==> src/rtl/tinyodin_pkg.sv <==
// Shared tinyODIN definitions: synapse geometry, loader FSM states and the
// OBI request/response structs used by the synaptic and neuron cores.
package tinyodin_pkg;

    // Synapse array is 8192 x 32-bit words.
    localparam int SYN_AW = 13;

    // Every loader access is a full 32-bit word.
    localparam logic [3:0] OBI_BE_WORD = 4'hF;

    typedef enum logic [2:0] {
        IDLE,
        RD_REQ,
        RD_WAIT,
        WR_REQ,
        WR_WAIT,
        DONE
    } loader_state_e;

    typedef struct packed {
        logic        req;
        logic        we;
        logic [3:0]  be;
        logic [31:0] addr;
        logic [31:0] wdata;
    } obi_req_t;

    typedef struct packed {
        logic        gnt;
        logic        rvalid;
        logic [31:0] rdata;
    } obi_rsp_t;

endpackage

==> src/rtl/synapse_obi_loader.sv <==
// OBI initiator that copies a block of 32-bit weight words from system memory
// into the synapse array, one read followed by one write per word, with a
// single transaction outstanding at any time.
module synapse_obi_loader
    import tinyodin_pkg::*;
#(
    parameter int          SYN_AW     = tinyodin_pkg::SYN_AW,
    parameter int          LEN_W      = 14,
    parameter logic [31:0] DST_PREFIX = 32'h0,
    parameter type         req_t      = obi_req_t,
    parameter type         rsp_t      = obi_rsp_t
) (
    input  logic              CLK,
    input  logic              RST,
    input  logic              start_i,
    input  logic              abort_i,
    input  logic [31:0]       src_addr_i,
    input  logic [SYN_AW-1:0] dst_idx_i,
    input  logic [LEN_W-1:0]  len_i,
    output logic              busy_o,
    output logic              done_o,
    output logic [LEN_W-1:0]  words_done_o,
    output req_t              master_req_o,
    input  rsp_t              master_rsp_i
);

    localparam logic [31:0] SRC_STEP = 32'd4;

    loader_state_e     state_q, state_d;
    logic [31:0]       src_q, src_d;     // byte address of the next word to read
    logic [SYN_AW-1:0] dst_q, dst_d;     // synapse index of the next word to write
    logic [31:0]       data_q, data_d;   // word fetched and waiting to be written
    logic [LEN_W-1:0]  len_q, len_d;
    logic [LEN_W-1:0]  cnt_q, cnt_d;     // words fully written in this transfer
    logic              abort_q, abort_d; // abort requested while busy
    req_t              req_d;

    logic abort_seen;
    logic last_word;

    // A live abort counts in the same cycle it is raised, not only once it is sticky.
    assign abort_seen = abort_q | abort_i;
    // The word currently completing is the final one of the transfer.
    assign last_word  = (cnt_q + LEN_W'(1)) >= len_q;

    assign busy_o       = (state_q != IDLE);
    assign done_o       = (state_q == DONE);
    assign words_done_o = cnt_q;
    assign master_req_o = req_d;

    // Next-state, datapath update and OBI request generation.
    always_comb begin
        // NOTE: every signal written here gets a default first so no latch is inferred.
        state_d = state_q;
        src_d   = src_q;
        dst_d   = dst_q;
        data_d  = data_q;
        len_d   = len_q;
        cnt_d   = cnt_q;
        abort_d = abort_q | (busy_o & abort_i);
        req_d    = '0;
        req_d.be = OBI_BE_WORD;

        case (state_q)
            IDLE: begin
                // Start beats a simultaneous abort: the flag is not armed from IDLE.
                abort_d = 1'b0;
                if (start_i) begin
                    src_d   = src_addr_i;
                    dst_d   = dst_idx_i;
                    len_d   = len_i;
                    cnt_d   = '0;
                    state_d = (len_i != '0) ? RD_REQ : DONE;
                end
            end
            RD_REQ: begin
                req_d.req  = 1'b1;
                req_d.addr = src_q;
                if (master_rsp_i.gnt) state_d = RD_WAIT;
            end
            RD_WAIT: begin
                if (master_rsp_i.rvalid) begin
                    data_d  = master_rsp_i.rdata;
                    // An abort during the read drops the fetched word.
                    state_d = abort_seen ? IDLE : WR_REQ;
                end
            end
            WR_REQ: begin
                req_d.req   = 1'b1;
                req_d.we    = 1'b1;
                req_d.addr  = {DST_PREFIX[31:SYN_AW], dst_q};
                req_d.wdata = data_q;
                if (master_rsp_i.gnt) state_d = WR_WAIT;
            end
            WR_WAIT: begin
                if (master_rsp_i.rvalid) begin
                    if (cnt_q < len_q) cnt_d = cnt_q + LEN_W'(1);
                    src_d = src_q + SRC_STEP;
                    dst_d = dst_q + SYN_AW'(1);
                    if (last_word)       state_d = DONE;
                    else if (abort_seen) state_d = IDLE;
                    else                 state_d = RD_REQ;
                end
            end
            DONE: begin
                state_d = IDLE;
            end
            default: begin
                state_d = IDLE;
            end
        endcase
    end

    // State and datapath registers with synchronous active-high reset.
    always_ff @(posedge CLK) begin
        // NOTE: non-blocking assignments make every register see pre-edge values.
        if (RST) begin
            state_q <= IDLE;
            src_q   <= '0;
            dst_q   <= '0;
            data_q  <= '0;
            len_q   <= '0;
            cnt_q   <= '0;
            abort_q <= 1'b0;
        end else begin
            state_q <= state_d;
            src_q   <= src_d;
            dst_q   <= dst_d;
            data_q  <= data_d;
            len_q   <= len_d;
            cnt_q   <= cnt_d;
            abort_q <= abort_d;
        end
    end

endmodule

==> config.mk <==
export PLATFORM = sky130hd
export DESIGN_NAME = synapse_obi_loader
export DESIGN_NICKNAME = d
export VERILOG_FILES = /design/src/rtl/tinyodin_pkg.sv /design/src/rtl/synapse_obi_loader.sv
export SDC_FILE = /design/constraint.sdc
export NUM_CORES = 1
export LEC_CHECK = 0
export ABC_CLOCK_PERIOD_IN_PS = 3780
export CORE_ASPECT_RATIO = 1.2
export CORE_MARGIN = 8
export CORE_UTILIZATION = 35
export DETAILED_ROUTE_END_ITERATION = 10
export PLACE_DENSITY = 0.61
export REMOVE_ABC_BUFFERS = 1
export SKIP_CTS_REPAIR_TIMING = 1
export SYNTH_ARGS = -nofsm -noshare
export SYNTH_HDL_FRONTEND = slang
export SYNTH_SLANG_ARGS = --single-unit
==> constraint.sdc <==
create_clock -name CLK -period 3.78 [get_ports CLK]
set_clock_uncertainty 0.1 [all_clocks]
set_input_delay 0.567 -clock CLK [delete_from_list [all_inputs] [get_ports CLK]]
set_output_delay 0.567 -clock CLK [all_outputs]
set_load 0.01 [all_outputs]
# After elaboration in Yosys (flattened, before gate mapping)
# Index checks and enable logic that the tools add are counted.
dict set report totals {
  ff_bits 109
  in_bits 97
  out_inout_bits 86
  wordCells 61
}
dict set report classes {
  mux 24
  n_bitwise 3
  reduce_logical 11
  order_cmp 2
  n_eq_ne 11
  n_addsub 3
}
# operator count
set ops {}
lappend ops {{one-hot mux 32 bit (2 select lines)} 2}
lappend ops {{2-to-1 mux 32 bit} 3}
lappend ops {{2-to-1 mux 14 bit} 3}
lappend ops {{adder 32 x 3 -> 32 bit, second input constant} 1}
lappend ops {{one-hot mux 14 bit (2 select lines)} 1}
lappend ops {{2-to-1 mux 13 bit} 2}
lappend ops {{one-hot mux 13 bit (2 select lines)} 1}
lappend ops {{2-to-1 mux 3 bit} 7}
lappend ops {{one-hot mux 3 bit (5 select lines)} 1}
lappend ops {{adder 14 x 1 -> 14 bit, second input constant} 1}
lappend ops {{>= comparator 14 bit} 1}
lappend ops {{< comparator 14 bit} 1}
lappend ops {{nonzero test 14 bit} 1}
lappend ops {{adder 13 x 1 -> 13 bit, second input constant} 1}
lappend ops {{inequality test 2 bit, second input constant} 6}
lappend ops {{== test 3 x 2 -> 1 bit, second input constant} 2}
lappend ops {{== test 3 bit, second input constant} 2}
lappend ops {{AND reduction 5 bit} 1}
lappend ops {{AND reduction 2 bit} 2}
lappend ops {{AND reduction 4 bit} 1}
lappend ops {{OR reduction 2 bit} 2}
lappend ops {{== test 3 x 1 -> 1 bit, second input constant} 1}
lappend ops {{zero test 3 bit} 1}
lappend ops {{2-to-1 mux 1 bit} 3}
lappend ops {{6 further kinds} 7}

# Logic depth before layout (Yosys ltp)
# Gate-level depths: netlist (run 1).
dict set report depth {
  word_depth 5
  ltp_mapped 11
}

# Worst setup path after synthesis (run 1)
# OpenSTA, ideal clock, no wires.
dict set report synth_path {
  path_type {reg2reg}
  start {register cnt_q[5], in the netlist words_done_o[5]}
  end {register state_q[0]}
  setup_ps 128
  arrival_time_ps 2169
  path_slack_ps 1383
  path_stages_with_launch 12
  cell_sequence {dfxtp_1 > clkbuf_1 > nand2_1 > or3_1 > clkbuf_1 > nor2_1 > xor2_1 > ha_1 > a21oi_1 > o21ai_0 > o21ai_0 > a31oi_1}
}
dict set report synth_via {
  elab_chain_cells 5
}
# element line_no
set synth_lines {}
lappend synth_lines {{from (decl)} synapse_obi_loader.sv:34} ;# logic [LEN_W-1:0] cnt_q, cnt_d;
lappend synth_lines {{from (signal assigned)} synapse_obi_loader.sv:131} ;# cnt_q <= cnt_d;
lappend synth_lines {{adder 14 x 1 -> 14 bit} synapse_obi_loader.sv:44} ;# assign last_word = (cnt_q + LEN_W'(1)) >= len_q;
lappend synth_lines {{>= comparator 14 bit} synapse_obi_loader.sv:44}
lappend synth_lines {{2-to-1 mux 3 bit} synapse_obi_loader.sv:100} ;# if (last_word) state_d = DONE;
lappend synth_lines {{2-to-1 mux 3 bit} synapse_obi_loader.sv:96} ;# if (master_rsp_i.rvalid) begin
lappend synth_lines {{one-hot mux 3 bit (5 select lines)} synapse_obi_loader.sv:64} ;# case (state_q)
lappend synth_lines {{to (signal assigned)} synapse_obi_loader.sv:126} ;# state_q <= state_d;
lappend synth_lines {{to (decl)} synapse_obi_loader.sv:29} ;# loader_state_e state_q, state_d;
# No other way between the ends. The select of a mux whose other input is x is not followed.
# A chain may end at the register's enable or synchronous reset.

==> flow_metrics.env, run 1 <==
export IMPL_status="finished, final reports clean"
export IMPL_drt_total_wl_um=22600
export IMPL_first_pass_iters=5
export IMPL_maxCapViolCount=0
export IMPL_overflow=0
export IMPL_portBuffers=178
export IMPL_drcViolationCount=0
export IMPL_start_util_pct=35.3
export IMPL_clock_root_buffer="clkbuf_16"
export IMPL_grtUsageTotal_pct=18.7
export IMPL_synthToLayoutAreaGrowth_pct=33.6
export IMPL_start_kind="flip-flop"
export IMPL_clock_fmax_ghz=0.323
export IMPL_grt_max_degree=62
export IMPL_num_nets_final=1131
export IMPL_drv_slew=0
export IMPL_yosysTopAreaCell="dfxtp_1"
export IMPL_grt_setup_unrepaired="false"
export IMPL_synthFlopType="dfxtp_1"
export IMPL_crit_family="buffers and inverters"
export IMPL_cts_made_buffers=9
export IMPL_drt_vias_per_instance=5.59
export IMPL_syn_inst=872
export IMPL_routedWlPerCell_um=18.2
export IMPL_required_ps=3110
export IMPL_final_period_utilization_pct=81.9
export IMPL_hold_viol=0
export IMPL_die_y_um=166
export IMPL_synth_edf_count=0
export IMPL_core_um2=18600
export IMPL_grt_pass1_wl_um=35600
export IMPL_final_core_util_pct=47.1
export IMPL_tightestPinTransition_ps=1120
export IMPL_crit_chain="nand2b_1 -> inv_1 -> buf_4 -> and3_1 -> clkdlybuf4s50_1"
export IMPL_synth_distinct_cells=59
export IMPL_stdcell_count=1237
export IMPL_critPathKind="reg -> out"
export IMPL_slowest_stage="dfxtp_1"
export IMPL_yosysMostFrequentCell="nand2_1"
export IMPL_setup_viol_count_final=0
export IMPL_gp_congestion=0.851
export IMPL_ys_ff_latch=109
export IMPL_total_power_mw=2.93
export IMPL_ir_worst_vdd_mv=0.262
export IMPL_ant_nets=0
export IMPL_die_w_um=141
export IMPL_worstPathMaxFanout=52
export IMPL_holdCritPathClass="reg -> reg"
export IMPL_worst_path_buf_inv=3
export IMPL_synth_area_um2=6550
export IMPL_fill_cells=1886
export IMPL_min_period_ps=3100
export IMPL_syn_avg_cell_area_um2=7.52
export IMPL_critPathCaptureType="primary output"
export IMPL_synth_seq_area_share_pct=33.3
export IMPL_cts_sinks=109
export IMPL_num_rows=55
export IMPL_synth_top_cell_area_share_pct=33.3
export IMPL_drt_initial_drc_count=316
export IMPL_ys_warn_count=0
export IMPL_ys_top_cells_by_count="nand2_1 (151), dfxtp_1 (109), a21oi_1 (96), and3_1 (59), clkbuf_1 (53)"
export IMPL_antenna_found_initial=0
export IMPL_grt_pass1_vias=6777
export IMPL_arrival_ps=2430
export IMPL_hold_slack_ps=350
export IMPL_path_clk_slew_ps=80
export IMPL_cts_tree="done"
export IMPL_p_leak_nw=3.19
export IMPL_synthArstFlopShare_pct=0
export IMPL_max_slew_margin_rel_pct=25.5
export IMPL_slowest_delay_ps=660
export IMPL_cts_htree_levels=3
export IMPL_fp_dieArea_um2=23400
export IMPL_max_clock_path_buffers=2
export IMPL_dp_cells=1220
export IMPL_clk_latency_ps=360
export IMPL_drive_gt1_share_pct=4.76
export IMPL_p_per_area_nw_per_um2=335
export IMPL_ios=183
export IMPL_dpl_hpwl_um=16200
export IMPL_via_count=6914
export IMPL_synthTopCellsByArea="dfxtp_1 (33%), nand2_1 (8.6%), a21oi_1 (7.3%), ha_1 (5.9%), and3_1 (5.6%)"
-- logic make-up after synthesis --
logic type               share of synthesized area, %
other                                          0.0572
flip-flops                                       33.3
multiplexers                                     2.90
adder cells (fa/ha/maj)                          5.92
buffers and inverters                            5.78
AND/OR/NAND/NOR                                  28.0
XOR/XNOR                                         1.87
AO/OA/AOI/OAI                                    22.1
-- state kept, by name (all words and copies together) (netlist names) --
register      flops
abort_q           1
data_q           32
dst_q            13
len_q            14
src_q            32
state_q           3
words_done_o     14
-- power breakdown --
| group | total, mW | internal [mW] | switching [mW] |
|---|---|---|---|
| Sequential | 1.32 | 1.23 | 0.0937 |
| Clock | 1.01 | 0.553 | 0.457 |
| Combinational | 0.602 | 0.274 | 0.328 |
| Total | 2.93 | 2.05 | 0.878 |
-- final cells by class --
type                       instances  area, um2  area share [%]
antenna                            1       2.50          0.0286
tap                              228        285            3.26
multi-input combinational        672       4030            46.0
clock buffer                      11        253            2.89
inverter                          21       78.8           0.900
sequential                       109       2180            24.9
timing repair buffer             190       1870            21.3
clock inverter                     5       57.6           0.657
-- metal layers --
layer / GRT usage [%] / wire length, um / part of all wire, % / vias to the layer above
met2: 32.3 / 10800 / 48 / 239
met1: 22.0 / 9800 / 43 / 3215
met4: 8.01 / 670 / 3.0 / 0
li1: - / - / - / 3417
met3: 3.71 / 1280 / 5.7 / 43
met5: 0 / 0 / 0 / -
-- placed cells by master, fill, tap and decap left out, drive strengths merged, types with 2 or more instances in the layout --
cell and instances:
dfxtp 109, o32ai 5, conb 4, and4 5
nand2b 4, nand2 151, a221oi 3, nand3 32
a21oi 96, a211oi 26, nor4 17, or3 5
inv 21, and3 59, ha 31, a311oi 6
buf 13, o21ai 47, o211ai 4, xnor2 6
clkbuf 11, o22ai 13, a21o 5, a31oi 5
a32o 7, clkdlybuf4s50 177, o21a 2, a311o 2
or4 3, nand4 21, and2 3, o221ai 2
nor3 20, o41ai 2, clkinv 4, mux2i 19
a2111oi 2, nor2 46, xor2 8
-- per-stage QoR --
| step | setup TNS, ps | setup WS, ps | area (um2) |
|---|---|---|---|
| floorplan | -171420 | -3400 | 6260 |
| global placement | 0 | 906 | 8440 |
| detailed placement | 0 | 862 | 8440 |
| CTS | 0 | 644 | 8750 |
| global route | 0 | 531 | 8750 |
| finish | 0 | 685 | 8760 |
-- worst min-delay path: stages (launching register included) --
cell and delay, ps:
dfxtp_1 310, nand2_1 50, a21oi_1 50
-- path summary, 6_finish.rpt --
path	endpoint	start	slack, ps	cells past startpoint
worst max register to register	state_q[0]$_SDFFE_PP0P_	words_done_o[2]$_SDFFE_PP0P_	1130	9
worst max-delay path	master_req_o[47]	state_q[0]$_SDFFE_PP0P_	680	5
worst min register to register	data_q[17]$_SDFFE_PP0P_	data_q[17]$_SDFFE_PP0P_	350	2
worst min-delay path	data_q[17]$_SDFFE_PP0P_	data_q[17]$_SDFFE_PP0P_	350	2
Note: power is estimated with default switching activity, not from simulation.
==> run 2, diff against run 1 <==
--- a/config.mk
+++ b/config.mk
@@ -5,12 +5,12 @@
 export SDC_FILE = /design/constraint.sdc
 export NUM_CORES = 1
 export LEC_CHECK = 0
-export ABC_CLOCK_PERIOD_IN_PS = 3780
+export ABC_CLOCK_PERIOD_IN_PS = 2830
 export CORE_ASPECT_RATIO = 1.2
 export CORE_MARGIN = 8
 export CORE_UTILIZATION = 35
 export DETAILED_ROUTE_END_ITERATION = 10
-export PLACE_DENSITY = 0.61
+export PLACE_DENSITY = 0.64
 export REMOVE_ABC_BUFFERS = 1
 export SKIP_CTS_REPAIR_TIMING = 1
 export SYNTH_ARGS = -nofsm -noshare
==> constraint.sdc (replaced) <==
create_clock -name CLK -period 2.83 [get_ports CLK]
set_clock_uncertainty 0.1 [all_clocks]
set_input_delay 0.4245 -clock CLK [delete_from_list [all_inputs] [get_ports CLK]]
set_output_delay 0.4245 -clock CLK [all_outputs]
set_load 0.01 [all_outputs]
==> run 2 against run 1 <==
Sequential cell count is the same. Utilization grew 0.71 points. Global-route usage grew 0.16 points. First-iteration DRC count grew 68%. Register-to-register slack lost 940 ps. Routed wire length grew 1.2%. Sequential power grew 33%.
==> flow_metrics.env, run 2 (synthesis gave the netlist of run 1 again) <==
export IMPL_status="finished, final reports clean"
export IMPL_p_per_area_nw_per_um2=447
export IMPL_final_period_utilization_pct=94.3
export IMPL_worstPathMaxFanout=22
export IMPL_num_rows=55
export IMPL_top_layer="met5"
export IMPL_drv_slew=0
export IMPL_antenna_found_initial=1
export IMPL_grt_pass1_vias=6855
export IMPL_slowest_stage="clkdlybuf4s50_1"
export IMPL_cts_htree_levels=3
export IMPL_critPathCaptureType="primary output"
export IMPL_overflow=0
export IMPL_met2_length_um=10900
export IMPL_ios=183
export IMPL_holdCritPathClass="reg -> reg"
export IMPL_num_antenna_cells=0
export IMPL_final_common_cell="clkdlybuf4s50_1"
export IMPL_drt_total_wl_um=22800
export IMPL_post_place_ws_ps=252
export IMPL_grt_max_degree=63
export IMPL_die_w_um=141
export IMPL_total_power_mw=3.97
export IMPL_routed_wl_met3_um=1400
export IMPL_p_leak_nw=3.27
export IMPL_hold_viol=0
export IMPL_tightestPinTransition_ps=767
export IMPL_drive_gt1_share_pct=6.25
export IMPL_drcViolationCount=0
export IMPL_ir_worst_vdd_mv=0.335
export IMPL_setup_viol_count_final=0
export IMPL_dpl_hpwl_um=16700
export IMPL_worst_path_buf_inv=2
export IMPL_portBuffers=178
export IMPL_grt_pass1_wl_um=36200
export IMPL_fp_dieArea_um2=23400
export IMPL_slowest_delay_ps=610
export IMPL_grtUsageTotal_pct=18.9
export IMPL_maxCapViolCount=0
export IMPL_clk_latency_ps=370
export IMPL_cts_sinks=109
export IMPL_max_clock_path_buffers=2
export IMPL_top_regs="data_q (32), src_q (32)"
export IMPL_tns_ps=0
export IMPL_crit_chain="inv_1 -> nor2_1 -> clkdlybuf4s50_1"
export IMPL_clock_fmax_ghz=0.375
export IMPL_max_slew_margin_rel_pct=48.7
export IMPL_num_nets_final=1147
export IMPL_crit_family="buffers and inverters"
export IMPL_grt_setup_unrepaired="false"
export IMPL_min_period_ps=2670
export IMPL_start_util_pct=35.3
export IMPL_arrival_ps=2140
export IMPL_cts_made_buffers=9
export IMPL_required_ps=2310
export IMPL_ant_nets=0
export IMPL_synthToLayoutAreaGrowth_pct=35.6
export IMPL_drt_initial_drc_count=531
export IMPL_wl_met1_um=10100
export IMPL_start_kind="flip-flop"
export IMPL_cts_tree="done"
export IMPL_die_y_um=166
export IMPL_path_clk_slew_ps=80
export IMPL_fill_cells=1844
export IMPL_via_count=7050
export IMPL_drt_vias_per_instance=5.63
export IMPL_setup_slack_ps=163
export IMPL_core_um2=18600
export IMPL_routedWlPerCell_um=18.2
export IMPL_first_pass_iters=6
export IMPL_layout_common_cells="clkdlybuf4s50_1 (177), nand2_1 (151), dfxtp_1 (107), a21oi_1 (96), and3_1 (59)"
export IMPL_gp_congestion=0.851
export IMPL_clock_root_buffer="clkbuf_16"
export IMPL_critPathKind="reg -> out"
run 2: layout make-up:
type	count	area [um2]	share of cell area, %
Multi-Input combinational cell	672	4030	45.3
Sequential cell	109	2180	24.6
Timing Repair Buffer	206	2000	22.5
Clock inverter	7	87.6	0.985
Tap cell	228	285	3.21
Clock buffer	9	225	2.53
Inverter	21	78.8	0.887
run 2: worst register-to-register path, delay by kind of cell (launching register included):
kind	cells	cell delay [ps]
adder cells (fa/ha/maj)	2	590
AND/OR/NAND/NOR	3	580
XOR/XNOR	1	260
flip-flops	1	490
AO/OA/AOI/OAI	3	500
run 2: per-stage QoR:
stage          instance area (um2)  hold WS (ps)  util (%)  std cells
2_1_floorplan                 6260           326         -        802
3_3_place_gp                  8580           337      46.2       1236
3_5_place_dp                  8580           342      46.2       1236
4_1_cts                       8890           354      47.8       1252
5_1_grt                       8890           369      47.8       1252
6_report                      8890           351      47.8       1252
run 2: report_power, final:
group          internal, mW  switching [mW]
sequential             1.64           0.117
clock                 0.712           0.661
combinational         0.388           0.450
run 2: final timing paths:
| kind | startpoint | endpoint | slack (ps) | cells after the start |
|---|---|---|---|---|
| worst min-delay path | data_q[2]$_SDFFE_PP0P_ | data_q[2]$_SDFFE_PP0P_ | 350 | 2 |
| worst min register to register | data_q[2]$_SDFFE_PP0P_ | data_q[2]$_SDFFE_PP0P_ | 350 | 2 |
| worst max-delay path | state_q[1]$_SDFFE_PP0P_ | master_req_o[68] | 160 | 3 |
| worst max register to register | words_done_o[0]$_SDFFE_PP0P_ | state_q[2]$_SDFFE_PP0P_ | 190 | 9 |
run 2: per-layer routing:
| metal | global-route usage (%) | up-vias |
|---|---|---|
| met4 | 5.90 | 2 |
| met1 | 23.4 | 3321 |
| li1 | - | 3456 |
| met3 | 3.60 | 31 |
| met5 | 0 | - |
| met2 | 32.2 | 240 |
==> run 3, diff against run 2 <==
--- a/config.mk
+++ b/config.mk
@@ -5,12 +5,12 @@
 export SDC_FILE = /design/constraint.sdc
 export NUM_CORES = 1
 export LEC_CHECK = 0
-export ABC_CLOCK_PERIOD_IN_PS = 2830
+export ABC_CLOCK_PERIOD_IN_PS = 2500
 export CORE_ASPECT_RATIO = 1.2
 export CORE_MARGIN = 8
 export CORE_UTILIZATION = 35
 export DETAILED_ROUTE_END_ITERATION = 10
-export PLACE_DENSITY = 0.64
+export PLACE_DENSITY = 0.61
 export REMOVE_ABC_BUFFERS = 1
 export SKIP_CTS_REPAIR_TIMING = 1
 export SYNTH_ARGS = -nofsm -noshare
==> constraint.sdc (replaced) <==
create_clock -name CLK -period 2.5 [get_ports CLK]
set_clock_uncertainty 0.1 [all_clocks]
set_input_delay 0.375 -clock CLK [delete_from_list [all_inputs] [get_ports CLK]]
set_output_delay 0.375 -clock CLK [all_outputs]
set_load 0.01 [all_outputs]
==> run 3 against run 2 <==
Via count increased by 0.77%. Non-clock buffer count increased by 26. First-iteration DRC count decreased by 30%. Power increased by 17%. Final area increased by 3.5%. Sequential share of layout area decreased by 0.79 points. Register-to-register slack got worse by 50 ps. Sequential power increased by 12%. Highest routed layer unchanged. Clock power increased by 19%. Sequential cell count unchanged. Die area unchanged. Critical endpoint is now master_req_o[47].
==> flow_metrics.env, run 3 (synthesis gave the netlist of run 1 again) <==
export IMPL_ios=183
export IMPL_drt_initial_drc_count=371
export IMPL_dpl_cell_area_um2=8800
export IMPL_fp_dieArea_um2=23400
export IMPL_holdCritPathClass="in -> reg"
export IMPL_worst_path_buf_inv=3
export IMPL_status="finished, final reports clean"
export IMPL_p_leak_nw=3.54
export IMPL_num_rows=55
export IMPL_grt_pass1_vias=7137
export IMPL_gp_congestion=0.872
export IMPL_drt_vias_per_instance=5.56
export IMPL_final_common_cell="clkdlybuf4s50_1"
export IMPL_num_nets_final=1173
export IMPL_grt_pass1_wl_um=37600
export IMPL_setup_slack_ps=73.3
export IMPL_synthToLayoutAreaGrowth_pct=40.4
export IMPL_slowest_delay_ps=570
export IMPL_dpl_hpwl_um=17300
export IMPL_grtUsageTotal_pct=19.8
export IMPL_required_ps=2030
export IMPL_path_clk_slew_ps=80
export IMPL_core_um2=18600
export IMPL_multi_input_area_um2=4040
export IMPL_clock_fmax_ghz=0.412
export IMPL_die_w_um=141
export IMPL_setup_viol_count_final=0
export IMPL_num_antenna_cells=0
export IMPL_slowest_stage="clkdlybuf4s50_1"
export IMPL_start_kind="flip-flop"
export IMPL_drive_gt1_share_pct=9.05
export IMPL_crit_chain="nand2b_2 -> inv_4 -> buf_12 -> and3_1 -> clkdlybuf4s50_1"
export IMPL_first_pass_iters=5
export IMPL_maxCapViolCount=0
export IMPL_hold_viol=0
export IMPL_drcViolationCount=0
export IMPL_fill_cells=1872
export IMPL_post_place_ws_ps=118
export IMPL_top_regs="data_q (32), src_q (32)"
export IMPL_cts_made_buffers=9
export IMPL_crit_family="buffers and inverters"
export IMPL_drv_slew=0
export IMPL_final_period_utilization_pct=97.1
export IMPL_overflow=0
export IMPL_start_util_pct=35.3
export IMPL_ant_nets=0
export IMPL_ir_worst_vdd_mv=0.333
export IMPL_tightestPinTransition_ps=626
export IMPL_drt_total_wl_um=23600
export IMPL_cts_sinks=109
export IMPL_max_slew_margin_rel_pct=58.0
export IMPL_via_count=7104
export IMPL_portBuffers=178
export IMPL_routedWlPerCell_um=18.4
export IMPL_worstPathMaxFanout=26
export IMPL_arrival_ps=1950
export IMPL_min_period_ps=2430
export IMPL_grt_max_degree=56
export IMPL_regArea_um2=2190
export IMPL_final_area_um2=9200
export IMPL_die_y_um=166
export IMPL_clock_root_buffer="clkbuf_16"
export IMPL_cts_htree_levels=3
export IMPL_clk_latency_ps=360
export IMPL_p_per_area_nw_per_um2=503
export IMPL_cts_tree="done"
export IMPL_tns_ps=0
export IMPL_critPathCaptureType="primary output"
export IMPL_max_clock_path_buffers=2
export IMPL_antenna_found_initial=1
export IMPL_layout_common_cells="clkdlybuf4s50_1 (171), nand2_1 (151), dfxtp_1 (106), a21oi_1 (96), and3_1 (59)"
export IMPL_critPathKind="reg -> out"
run 3: per-stage QoR:
stage / util (%) / total power, mW / hold WS [ps] / std cells
detailed placement: 47.4 / 3.01 / 342 / 1261
floorplan: - / 2.48 / 326 / 802
global route: 49.5 / 4.86 / 349 / 1278
global placement: 47.4 / 3.00 / 337 / 1261
finish: 49.5 / 4.63 / 334 / 1278
CTS: 49.2 / 4.65 / 325 / 1277
run 3: layout make-up:
class | instances | area share (%)
inverter | 21 | 0.884
sequential | 109 | 23.8
multi-input combinational | 672 | 43.9
clock buffer | 12 | 2.79
tap | 228 | 3.10
clock inverter | 4 | 0.843
timing repair buffer | 232 | 24.7
run 3: routing by layer:
layer	GRT usage [%]	vias to the layer above	part of all wire, %	wire [um]
li1	-	3511	-	-
met3	4.14	41	5.7	1350
met5	0	-	0.064	15
met4	8.47	2	2.7	648
met1	23.3	3330	43	10200
met2	33.9	220	48	11400
run 3: power breakdown:
group	internal [mW]	switching, mW
sequential	1.86	0.127
combinational	0.481	0.534
clock	0.941	0.688
run 3: path summary, 6_finish.rpt:
kind | slack (ps) | from | cells after the start | to
max | 70 | state_q[2]$_SDFFE_PP0P_ | 5 | master_req_o[47]
min | 330 | RST | 2 | words_done_o[3]$_SDFFE_PP0P_
max reg2reg | 140 | words_done_o[2]$_SDFFE_PP0P_ | 7 | words_done_o[8]$_SDFFE_PP0P_
min reg2reg | 350 | data_q[21]$_SDFFE_PP0P_ | 2 | data_q[21]$_SDFFE_PP0P_
